[config.mk]
export PLATFORM = sky130hd
export DESIGN_NAME = tx_block_gearbox_flat
export DESIGN_NICKNAME = d
export VERILOG_FILES = /design/src/rtl/tx_block_gearbox_if.sv /design/src/rtl/tx_block_gearbox.sv /design/src/flat_wrapper.sv
export SDC_FILE = /design/constraint.sdc
export NUM_CORES = 1
export LEC_CHECK = 0
export CAP_MARGIN = 0
export CORE_UTILIZATION = 38
export CTS_CLUSTER_DIAMETER = 30
export DETAILED_ROUTE_END_ITERATION = 12
export HOLD_SLACK_MARGIN = 0.12
export PLACE_DENSITY = 0.63
export SLEW_MARGIN = 10
export SYNTH_ARGS = -nofsm -noshare
export SYNTH_HDL_FRONTEND = slang
export SYNTH_SLANG_ARGS = --single-unit
[constraint.sdc]
create_clock -name i_clock -period 7.66 [get_ports i_clock]
set_clock_uncertainty 0.2 [all_clocks]
set_input_delay 1.149 -clock i_clock [delete_from_list [all_inputs] [get_ports i_clock]]
set_output_delay 1.149 -clock i_clock [all_outputs]
set_load 0.01 [all_outputs]
[src/rtl/tx_block_gearbox_if.sv]
// Block-in / lane-word-out bus of the TX block gearbox.
// TX_SH_ERR_INJ_EN adds the header error-injection request and its counter.
interface tx_block_gearbox_if #(
    parameter int unsigned NB_CODED_BLOCK = 66,
    parameter int unsigned NB_DATA_OUT    = NB_CODED_BLOCK - 2,
    parameter int unsigned NB_SEQ         = $clog2(NB_DATA_OUT / 2 + 1)
);
    logic                      i_valid;
    logic [NB_CODED_BLOCK-1:0] i_block;
    logic                      o_ready;
    logic                      o_valid;
    logic [NB_DATA_OUT-1:0]    o_data;
    logic [NB_SEQ-1:0]         o_sh_offset;
    logic [NB_SEQ-1:0]         o_seq;
`ifdef TX_SH_ERR_INJ_EN
    logic                      i_inj_err;
    logic [15:0]               o_inj_count;

    modport master (
        output i_valid, i_block, i_inj_err,
        input  o_ready, o_valid, o_data, o_sh_offset, o_seq, o_inj_count
    );
    modport slave (
        input  i_valid, i_block, i_inj_err,
        output o_ready, o_valid, o_data, o_sh_offset, o_seq, o_inj_count
    );
`else
    modport master (
        output i_valid, i_block,
        input  o_ready, o_valid, o_data, o_sh_offset, o_seq
    );
    modport slave (
        input  i_valid, i_block,
        output o_ready, o_valid, o_data, o_sh_offset, o_seq
    );
`endif
endinterface

[src/rtl/tx_block_gearbox.sv]
// 66b -> 64b TX gearbox: 32 coded blocks per 33 lane words, header rotating 2 bits per block.
// Optional header error injection under TX_SH_ERR_INJ_EN.
module tx_block_gearbox #(
    parameter int unsigned NB_CODED_BLOCK = 66,
    parameter int unsigned NB_DATA_OUT    = NB_CODED_BLOCK - 2
) (
    input  logic               i_clock,
    input  logic               i_reset,
    input  logic               i_enable,
    tx_block_gearbox_if.slave  bus
);
    localparam int unsigned N_SEQ  = NB_DATA_OUT / 2 + 1;
    localparam int unsigned NB_SEQ = $clog2(N_SEQ);
    localparam int unsigned NB_SH  = NB_SEQ + 1;

    localparam logic [NB_SEQ-1:0] SEQ_FLUSH   = NB_SEQ'(N_SEQ - 1);
    localparam logic [NB_SEQ-1:0] SH_OFF_NONE = '1;

    logic [NB_SEQ-1:0]         seq_q,    seq_d;
    logic [NB_DATA_OUT-1:0]    res_q,    res_d;
    logic [NB_DATA_OUT-1:0]    data_q,   data_d;
    logic                      valid_q,  valid_d;
    logic [NB_SEQ-1:0]         sh_off_q, sh_off_d;

    logic                      inj_c;
    logic [1:0]                hdr_c;
    logic [NB_CODED_BLOCK-1:0] blk_eff_c;
    logic [NB_CODED_BLOCK-1:0] blk_hi_c;
    logic [NB_CODED_BLOCK-1:0] blk_lo_c;
    logic [NB_SH-1:0]          two_k_c;

`ifdef TX_SH_ERR_INJ_EN
    logic [15:0] inj_cnt_q, inj_cnt_d;
`endif

    // Block with optional header corruption, split into the part that fills the
    // current word and the part that becomes the new left-aligned residue.
    always_comb begin
        inj_c = 1'b0;
`ifdef TX_SH_ERR_INJ_EN
        inj_c = bus.i_inj_err;
`endif
        hdr_c     = bus.i_block[NB_CODED_BLOCK-1 -: 2];
        blk_eff_c = bus.i_block;
        if (inj_c) begin
            blk_eff_c[NB_CODED_BLOCK-1 -: 2] = (hdr_c == 2'b01) ? 2'b00 : 2'b11;
        end
        two_k_c  = {seq_q, 1'b0};
        blk_hi_c = blk_eff_c >> (two_k_c + NB_SH'(2));
        blk_lo_c = blk_eff_c << (NB_SH'(NB_DATA_OUT - 2) - two_k_c);
    end

    assign bus.o_ready = i_enable && (seq_q < SEQ_FLUSH);

    // Next-state: accept, flush, bubble or recovery from an unreachable step.
    always_comb begin
        seq_d    = seq_q;
        res_d    = res_q;
        data_d   = data_q;
        valid_d  = 1'b0;
        sh_off_d = sh_off_q;
`ifdef TX_SH_ERR_INJ_EN
        inj_cnt_d = inj_cnt_q;
`endif
        if (i_enable) begin
            if (seq_q == SEQ_FLUSH) begin
                data_d   = res_q;
                res_d    = '0;
                valid_d  = 1'b1;
                sh_off_d = SH_OFF_NONE;
                seq_d    = '0;
            end else if (seq_q > SEQ_FLUSH) begin
                seq_d = '0;
            end else if (bus.i_valid) begin
                data_d   = res_q | NB_DATA_OUT'(blk_hi_c);
                res_d    = NB_DATA_OUT'(blk_lo_c);
                valid_d  = 1'b1;
                sh_off_d = NB_SEQ'(two_k_c);
                seq_d    = seq_q + NB_SEQ'(1);
`ifdef TX_SH_ERR_INJ_EN
                if (inj_c && (inj_cnt_q != 16'hffff)) begin
                    inj_cnt_d = inj_cnt_q + 16'd1;
                end
`endif
            end
        end
    end

    always_ff @(posedge i_clock) begin
        if (i_reset) begin
            seq_q    <= '0;
            res_q    <= '0;
            data_q   <= '0;
            valid_q  <= 1'b0;
            sh_off_q <= '0;
`ifdef TX_SH_ERR_INJ_EN
            inj_cnt_q <= '0;
`endif
        end else begin
            seq_q    <= seq_d;
            res_q    <= res_d;
            data_q   <= data_d;
            valid_q  <= valid_d;
            sh_off_q <= sh_off_d;
`ifdef TX_SH_ERR_INJ_EN
            inj_cnt_q <= inj_cnt_d;
`endif
        end
    end

    assign bus.o_valid     = valid_q;
    assign bus.o_data      = data_q;
    assign bus.o_sh_offset = sh_off_q;
    assign bus.o_seq       = seq_q;
`ifdef TX_SH_ERR_INJ_EN
    assign bus.o_inj_count = inj_cnt_q;
`endif

endmodule

[src/flat_wrapper.sv]
// flat-port wrapper written by rule: the top's interface ports become plain ports
module tx_block_gearbox_flat 
#(
    parameter int unsigned NB_CODED_BLOCK = 66,
    parameter int unsigned NB_DATA_OUT    = NB_CODED_BLOCK - 2
)
  (i_clock, i_reset, i_enable, bus_i_valid, bus_i_block, bus_o_ready, bus_o_valid, bus_o_data, bus_o_sh_offset, bus_o_seq);
  tx_block_gearbox_if #(.NB_CODED_BLOCK(NB_CODED_BLOCK), .NB_DATA_OUT(NB_DATA_OUT)) bus_i ();
  input  logic i_clock;
  input  logic i_reset;
  input  logic i_enable;
  input wire logic [$bits(bus_i.i_valid)-1:0] bus_i_valid;
  input wire logic [$bits(bus_i.i_block)-1:0] bus_i_block;
  output wire logic [$bits(bus_i.o_ready)-1:0] bus_o_ready;
  output wire logic [$bits(bus_i.o_valid)-1:0] bus_o_valid;
  output wire logic [$bits(bus_i.o_data)-1:0] bus_o_data;
  output wire logic [$bits(bus_i.o_sh_offset)-1:0] bus_o_sh_offset;
  output wire logic [$bits(bus_i.o_seq)-1:0] bus_o_seq;
  assign bus_i.i_valid = bus_i_valid;
  assign bus_i.i_block = bus_i_block;
  assign bus_o_ready = bus_i.o_ready;
  assign bus_o_valid = bus_i.o_valid;
  assign bus_o_data = bus_i.o_data;
  assign bus_o_sh_offset = bus_i.o_sh_offset;
  assign bus_o_seq = bus_i.o_seq;
  tx_block_gearbox #(.NB_CODED_BLOCK(NB_CODED_BLOCK), .NB_DATA_OUT(NB_DATA_OUT)) u_core (.i_clock(i_clock), .i_reset(i_reset), .i_enable(i_enable), .bus(bus_i));
endmodule
Word-level counts from Yosys, hierarchy flattened. Cells that the tools add are included. W data, S select, Z words.

Add/subtract/negate cells: 3. Magnitude comparators: 2. Eq/ne operators: 2. Shifts and indexed selects: 2. Multiplexer cells: 15. Bitwise operators: 2. Reduce and logical (&&, ||, !) cells: 6.

Operators with widths (number): $mux W64 (6); $shl A66 B7 Y64 (1); $shr A66 B7 Y64 (1); $or A64 B64 Y64 (1); $mux W6 (6); $add A7 B2 Y7 const B (1); $sub A6 B7 Y7 const A (1); $add A6 B1 Y6 const B (1); $eq A6 B6 Y1 const B (1); $gt A6 B6 Y1 const B (1); $lt A6 B6 Y1 const B (1); $mux W1 (3); $reduce_and A3 Y1 (1); $reduce_bool A3 Y1 (1); $ne A2 B1 Y1 const B (1); $reduce_and A2 Y1 (1); $reduce_bool A2 Y1 (1); $reduce_or A2 Y1 (1); $logic_and A1 B1 Y1 (1); $not A1 Y1 (1).

Bits in registers: 141. Output and inout bits: 78. Word-level logic and storage cells: 37.

Logic depth before layout (Yosys ltp). Gate-level depths: netlist of the first run.

Depth in word-level cells: 6. Gate-level depth with buffers: 16.

Worst setup path before layout of the first run. OpenSTA, ideal clock, no wires.

Path kind: register -> register. From: register u_core.seq_q[0], in the netlist u_core.bus.o_seq[0]. To: register u_core.data_q[13], in the netlist u_core.bus.o_data[13]. Library setup time: 134 ps. Arrival: 3212 ps. Path slack: 4114 ps. Stages on the path, launching flop included: 14. Path buffers: 6. Path through: dfxtp_1 buf_6 buf_12 inv_2 buf_6 buf_2 ha_1 buf_6 buf_8 mux2_4 mux2_2 mux4_2 a2111oi_2 a211oi_1.

Word-level cells in the longest chain between the ends: 6. Elaborated cells on any way between the ends: 11.

RTL lines: start: declaration (RTL line tx_block_gearbox.sv:19) `logic [NB_SEQ-1:0] seq_q, seq_d;`; start signal: assignment (RTL line tx_block_gearbox.sv:100) `seq_q <= seq_d;`; $add A7 B2 Y7 (RTL line tx_block_gearbox.sv:49) `blk_hi_c = blk_eff_c >> (two_k_c + NB_SH'(2));`; $shr A66 B7 Y64 (RTL line tx_block_gearbox.sv:49); $or A64 B64 Y64 (RTL line tx_block_gearbox.sv:75) `data_d = res_q | NB_DATA_OUT'(blk_hi_c);`; $mux W64 (RTL line tx_block_gearbox.sv:74) `end else if (bus.i_valid) begin`; $mux W64 (RTL line tx_block_gearbox.sv:72) `end else if (seq_q > SEQ_FLUSH) begin`; $mux W64 (RTL line tx_block_gearbox.sv:66) `if (seq_q == SEQ_FLUSH) begin`; end signal: assignment (RTL line tx_block_gearbox.sv:102) `data_q <= data_d;`; end: declaration (RTL line tx_block_gearbox.sv:21) `logic [NB_DATA_OUT-1:0] data_q, data_d;`.

Several ways; a longest one is shown, not always the timed one. The select of a mux whose other input is x is not followed. A chain may end at the register's enable or synchronous reset.

Worst setup path in the final report of the first run.
From: register u_core.seq_q[0], in the netlist u_core.bus.o_seq[0]. To: register u_core.data_q[3], in the netlist u_core.bus.o_data[3].

Same word-level chain as after synthesis.

==> results of run 1 <==
## worst paths after layout
check | slack (ps) | endpoint | depth (start not counted) | from
max | 2730 | u_core.bus.o_data[3]$_SDFFE_PP0P_ | 8 | u_core.bus.o_seq[0]$_SDFFE_PP0P_
min | 260 | u_core.res_q[21]$_SDFFE_PP0P_ | 2 | u_core.res_q[21]$_SDFFE_PP0P_
max reg2reg | 2730 | u_core.bus.o_data[3]$_SDFFE_PP0P_ | 8 | u_core.bus.o_seq[0]$_SDFFE_PP0P_
min reg2reg | 260 | u_core.res_q[21]$_SDFFE_PP0P_ | 2 | u_core.res_q[21]$_SDFFE_PP0P_
## metrics by stage
stage / util / area, um^2
after global placement: 0.439 / 13000
final: 0.459 / 13600
after CTS: 0.459 / 13600
after global routing: 0.459 / 13600
after detailed placement: 0.439 / 13000
after floorplan: - / 11500
## state kept, by name, summed over array words and instances, names as in the netlist
name                    count
u_core.bus.o_data          64
u_core.bus.o_sh_offset      6
u_core.bus.o_valid          1
u_core.res_q               64
u_core.bus.o_seq            6
## per-layer routing
| layer | vias up | global-route usage | wire, um | share of wire |
|---|---|---|---|---|
| li1 | 5100 | - | - | - |
| met1 | 5626 | 0.459 | 21000 | 0.42 |
| met2 | 805 | 0.455 | 20600 | 0.42 |
| met3 | 94 | 0.0894 | 6340 | 0.13 |
| met4 | 0 | 0.113 | 1680 | 0.034 |
| met5 | - | 0 | 0 | 0 |
## area by class of cell
| type | instances | area [um^2] | area share |
|---|---|---|---|
| clock buffer | 17 | 425 | 0.0312 |
| clock inverter | 15 | 170 | 0.0125 |
| inverter | 13 | 48.8 | 0.00358 |
| multi-input combinational | 1016 | 8010 | 0.588 |
| sequential | 141 | 2830 | 0.208 |
| tap | 390 | 488 | 0.0358 |
| timing repair buffer | 172 | 1660 | 0.122 |
## cell usage in the layout (no fill, tap or decap), drive strengths merged, types with 56 or more instances in the layout
master | netlist | final
mux2i | 120 | 120
dfxtp | 141 | 141
mux4 | 77 | 77
nand2 | 141 | 141
nor2 | 143 | 143
a21oi | 56 | 56
nor3 | 62 | 62
o21ai | 57 | 57
clkdlybuf4s50 | 0 | 146
mux2 | 78 | 78
## logic make-up after synthesis
logic type      Yosys count  share of synthesized area
simple gates            416                      0.155
mux                     275                      0.331
flops                   141                      0.245
fa+ha+maj                 2                    0.00217
buf+inv                 148                     0.0654
compound gates          319                      0.195
xor+xnor                  4                    0.00629
## worst max-delay path, delay by kind of cell (launching register included)
family / cells / cell delay [ps]
multiplexers: 3 / 1200
adder cells (fa/ha/maj): 1 / 1070
AO/OA/AOI/OAI: 2 / 980
flip-flops: 1 / 740
buffers and inverters: 1 / 460
AND/OR/NAND/NOR: 1 / 40
## where the power goes
part | internal, mW | switching [mW]
Clock | 0.464 | 0.388
Sequential | 0.762 | 0.0312
Combinational | 0.313 | 0.409
Total | 1.54 | 0.828
==> impl_results.md, run 1 <==
- Yosys cell types: 61
- Number of global-route vias before repair: between 10000 and 15000
- Most frequent cell after synthesis: nor2_1
- Final nets: between 1000 and 1500
- Iter 0 DRT Violations: 1714
- CP endpoint kind: flop
- Outcome: completed
- Antenna violations before repair: 1
- Placed Cells: 1732
- Layout cells sized above 1: 0.170
- DR vias: around 12000
- Worst vdd ir: approximately 0.00014 V
- H-tree depth: 4
- Most frequent cells after synthesis: 142 x nor2_1, 141 x dfxtp_1, 141 x nand2_1, 120 x mux2i_1, 77 x mux4_2
- Finish-stage setup viols: 0
- Largest net degree at the start of global routing: 83
- Worst slew pin tran: 1060 ps
- CP arrival: approximately 5000 ps
- Hold Fails Final Rpt: 0
- Relative slew slack: 0.285
- Final non-filler cell total: roughly 1800
- Detailed-route wire length per cell: between 20 and 30 um
- First-pass GRT wire length: about 73000 um
- Root Buffer: clkbuf_16
- Starting Density: 0.388
- Yosys warnings: 0
- Post-Syn Nets: about 1400
- DP Worst Slack: 2920 ps
- Unrepaired setup endpoints after global routing: no
- Post-Synthesis Cell Area: ~12000 um^2
- Rows: 63
- GRT Overall Usage: 0.320
- Worst Path Required: about 7700 ps
- Synth top area share: 0.245
- Fill cells: 2876
- Clk pin slew, worst setup/hold paths: roughly 70 ps
- Ant. Diodes: 0
- Fin worst setup slack: around 2700 ps
- Post-synth EDFFs: 0
- Area grow syn2layout: 18.2%
- Post-detailed-route count of antenna-violating nets: 0
- Yosys top cell by area: dfxtp_1
- CORE AREA: 29700 um^2
- P per Cell Area: roughly 170 nW/um^2
- Die Ht: approximately 180 um
- Clock buffer depth: 2
- Worst min-delay path class: flop to flop
- Max-slew violation count: 0
- IO buf count: 147
- Chip Width: around 180 um
- Final Cycle Share: 0.644
- CP Cell Sequence: inv_2 > ha_4 > mux2_2 > mux2i_1 > mux4_2 > nor2_1 > a2111oi_0 > a211oi_1
- Setup TNS: 0 ps
- CP max stage cell: ha_4
- CTS sink count: roughly 140
- Placer Congestion: 1.01
- Max stage delay on crit path: between 1000 and 1500 ps
- Register area share after synthesis: 0.245
- Setup bufs post-CTS: 0
- TritonRoute pass-1 iters: 6
- Power Total: 2.37 mW
- Post-synthesis register bit count: 141
- Syn avg cell area: 8.84 um^2
- Hpwl dp: about 37000 um
- Grt ovf: 0
- Leakage: around 4.8 nW
- Post-CTS resize count: 0
- CTS tree: yes
- Num ports: ~150
- Async SR Flop Fraction: 0
- Mapped Cells: roughly 1300
- Min Tclk post-route: slightly below 5000 ps
- Post-Route WL: ~50000 um
- Total Die Area: 31000 um^2
- DRC viols: 0
- FMAX: slightly above 0.2 GHz
- Hold Slack: 258 ps
- Clk_lat worst skew: 440 ps
- Max Fanout on Critical Path: just under 80
- CP Class: flop to flop
- Max Cap Viol: 0
- Ranking of synthesized cells by area: dfxtp_1 24%, mux4_2 15%, mux2i_1 10%, mux2_2 7.4%, nor2_1 4.6%
- TritonCTS Buffers: 17
- Vias per cell: between 6 and 7
- Hold_buf cts: 0
- Ys flop type: dfxtp_1
- Setup crit start kind: flop
(Power assumes the default switching activity.)
==> run 2, diff against run 1 <==
Settings changed: PLACE_DENSITY 0.63 to 0.66.
Clock period 7.66 ns to 4.1 ns, I/O delays scaled along.
==> run 2 against run 1 <==
Non-clock buffer count is 36 higher; cell area up 2.1%; first-iteration DRC count up 9.8%; worst hold slack worse by 1.7 ps; critical path depth grew 2; fmax rose by 30%; die area unchanged; cell count up 2.1%.
==> impl_results.md, run 2 (synthesis results as in run 1) <==
- Outcome: completed
- CTS sink count: 141
- R2R depth: 10
- Placed Cells: 1768
- Worst min-delay path class: flop to flop
- First-pass GRT wire length: around 74000 um
- Clock buffer depth: 2
- DRC viols: 0
- Worst Path Required: 4180 ps
- CP Class: flop to flop
- Die Ht: approximately 180 um
- Grt ovf: 0
- Antenna violations before repair: 1
- Max Cap Viol: 0
- Leakage: about 4.9 nW
- Setup TNS: 0 ps
- CP arrival: just under 4000 ps
- Final non-filler cell total: between 1500 and 2000
- Hold_buf cts: 0
- Design Area, Final: roughly 14000 um^2
- Min Tclk post-route: about 3800 ps
- Post-Route WL: between 50000 and 60000 um
- DR vias: 11800
- Post-detailed-route count of antenna-violating nets: 0
- Clk_lat worst skew: around 440 ps
- Area grow syn2layout: 20.7%
- Final Cycle Share: 0.928
- Largest net degree at the start of global routing: between 100 and 150
- Layout cells sized above 1: 0.191
- CORE AREA: around 30000 um^2
- DP Worst Slack: around 520 ps
- CP endpoint kind: flop
- Most frequent cells in the layout: 146 x clkdlybuf4s50_1, 141 x nor2_1, 141 x nand2_1
- Number of global-route vias before repair: 10700
- Num ports: 148
- Rows: between 60 and 70
- Placer Congestion: 1.07
- FMAX: 0.263 GHz
- Root Buffer: clkbuf_16
- Post-CTS resize count: 0
- Detailed-route wire length per cell: approximately 28 um
- P per Cell Area: 318 nW/um^2
- Starting Density: 0.388
- Max Fanout on Critical Path: 39
- H-tree depth: 4
- Final Util: 0.468
- CTS tree: yes
- Relative slew slack: 0.306
- Setup bufs post-CTS: 0
- Vias per cell: about 6.5
- Worst slew pin tran: 1040 ps
- Reg2Reg Launch Point: u_core.bus.o_seq[1]$_SDFFE_PP0P_
- IO buf count: 147
- Finish-stage setup viols: 0
- End of the critical path: u_core.bus.o_data[11]$_SDFFE_PP0P_
- Max-slew violation count: 0
- Clk pin slew, worst setup/hold paths: 80 ps
- TritonCTS Buffers: 17
- Setup crit start kind: flop
- Total Die Area: 31000 um^2
- Power Total: around 4.4 mW
- Worst reg2reg setup slack: 290 ps
- Chip Width: around 180 um
- Worst reg2reg path endpoint: u_core.bus.o_data[11]$_SDFFE_PP0P_
- Unrepaired setup endpoints after global routing: no
- Worst vdd ir: between 0.0002 and 0.0003 V
- Hpwl dp: about 38000 um
- Leading cell type in the layout, fill and taps excluded: clkdlybuf4s50_1
- Hold Slack: roughly 260 ps
- Iter 0 DRT Violations: around 1900
- DP Area: between 10000 and 15000 um^2
- CP startpoint: u_core.bus.o_seq[1]$_SDFFE_PP0P_
- TritonRoute pass-1 iters: 6
- Hold Fails Final Rpt: 0
- Fin worst setup slack: 293 ps
- GRT Overall Usage: 0.326
- Final nets: ~1500
## run 2: critical path, stage by stage, from the launching register on
cell and delay [ps]:
dfxtp_2 450, inv_1 120, ha_4 600, buf_4 320, mux2i_1 250, mux2i_1 120
mux2i_1 540, nor3_1 80, a2111oi_0 690, buf_4 220, a211oi_1 60
## run 2: worst min-delay path by stage
stage | slack [ps] | endpoint | cells after the start | startpoint
after floorplan | 220 | u_core.res_q[16]$_SDFFE_PP0P_ | 2 | u_core.res_q[16]$_SDFFE_PP0P_
after global placement | 240 | u_core.res_q[25]$_SDFFE_PP0P_ | 2 | u_core.res_q[25]$_SDFFE_PP0P_
after detailed placement | 250 | u_core.res_q[31]$_SDFFE_PP0P_ | 2 | u_core.res_q[31]$_SDFFE_PP0P_
after CTS | 260 | u_core.res_q[50]$_SDFFE_PP0P_ | 2 | u_core.res_q[50]$_SDFFE_PP0P_
after global routing | 270 | u_core.res_q[50]$_SDFFE_PP0P_ | 2 | u_core.res_q[50]$_SDFFE_PP0P_
final | 260 | u_core.res_q[50]$_SDFFE_PP0P_ | 2 | u_core.res_q[50]$_SDFFE_PP0P_
## run 2: per-layer routing
| metal | vias up | routed length (um) | global-route usage |
|---|---|---|---|
| met5 | - | 0 | 0 |
| met4 | 0 | 1860 | 0.114 |
| met3 | 109 | 6990 | 0.0980 |
| met2 | 877 | 20900 | 0.461 |
| met1 | 5635 | 21000 | 0.464 |
| li1 | 5156 | - | - |
## run 2: cell type report
| class | count | area, um^2 |
|---|---|---|
| Fill cell | 2861 | 15800 |
| Multi-Input combinational cell | 1016 | 8030 |
| Sequential cell | 141 | 2830 |
| Timing Repair Buffer | 208 | 1960 |
| Tap cell | 390 | 488 |
| Clock buffer | 18 | 429 |
| Clock inverter | 14 | 126 |
| Inverter | 13 | 48.8 |
| Antenna cell | 1 | 2.50 |
## run 2: power by group
group / total, mW / switching [mW] / leakage, nW / internal, mW
Combinational: 1.46 / 0.837 / 3.53 / 0.619
Sequential: 1.46 / 0.0405 / 1.15 / 1.42
Clock: 1.51 / 0.710 / 0.265 / 0.800
==> run 3, diff against run 2 <==
Settings changed: CAP_MARGIN 0 to 20, CTS_CLUSTER_DIAMETER 30 to 150, SLEW_MARGIN 10 to 5.
==> results of run 3 <==
Same layout as run 2: the final DEF is identical, and so are final timing and power.
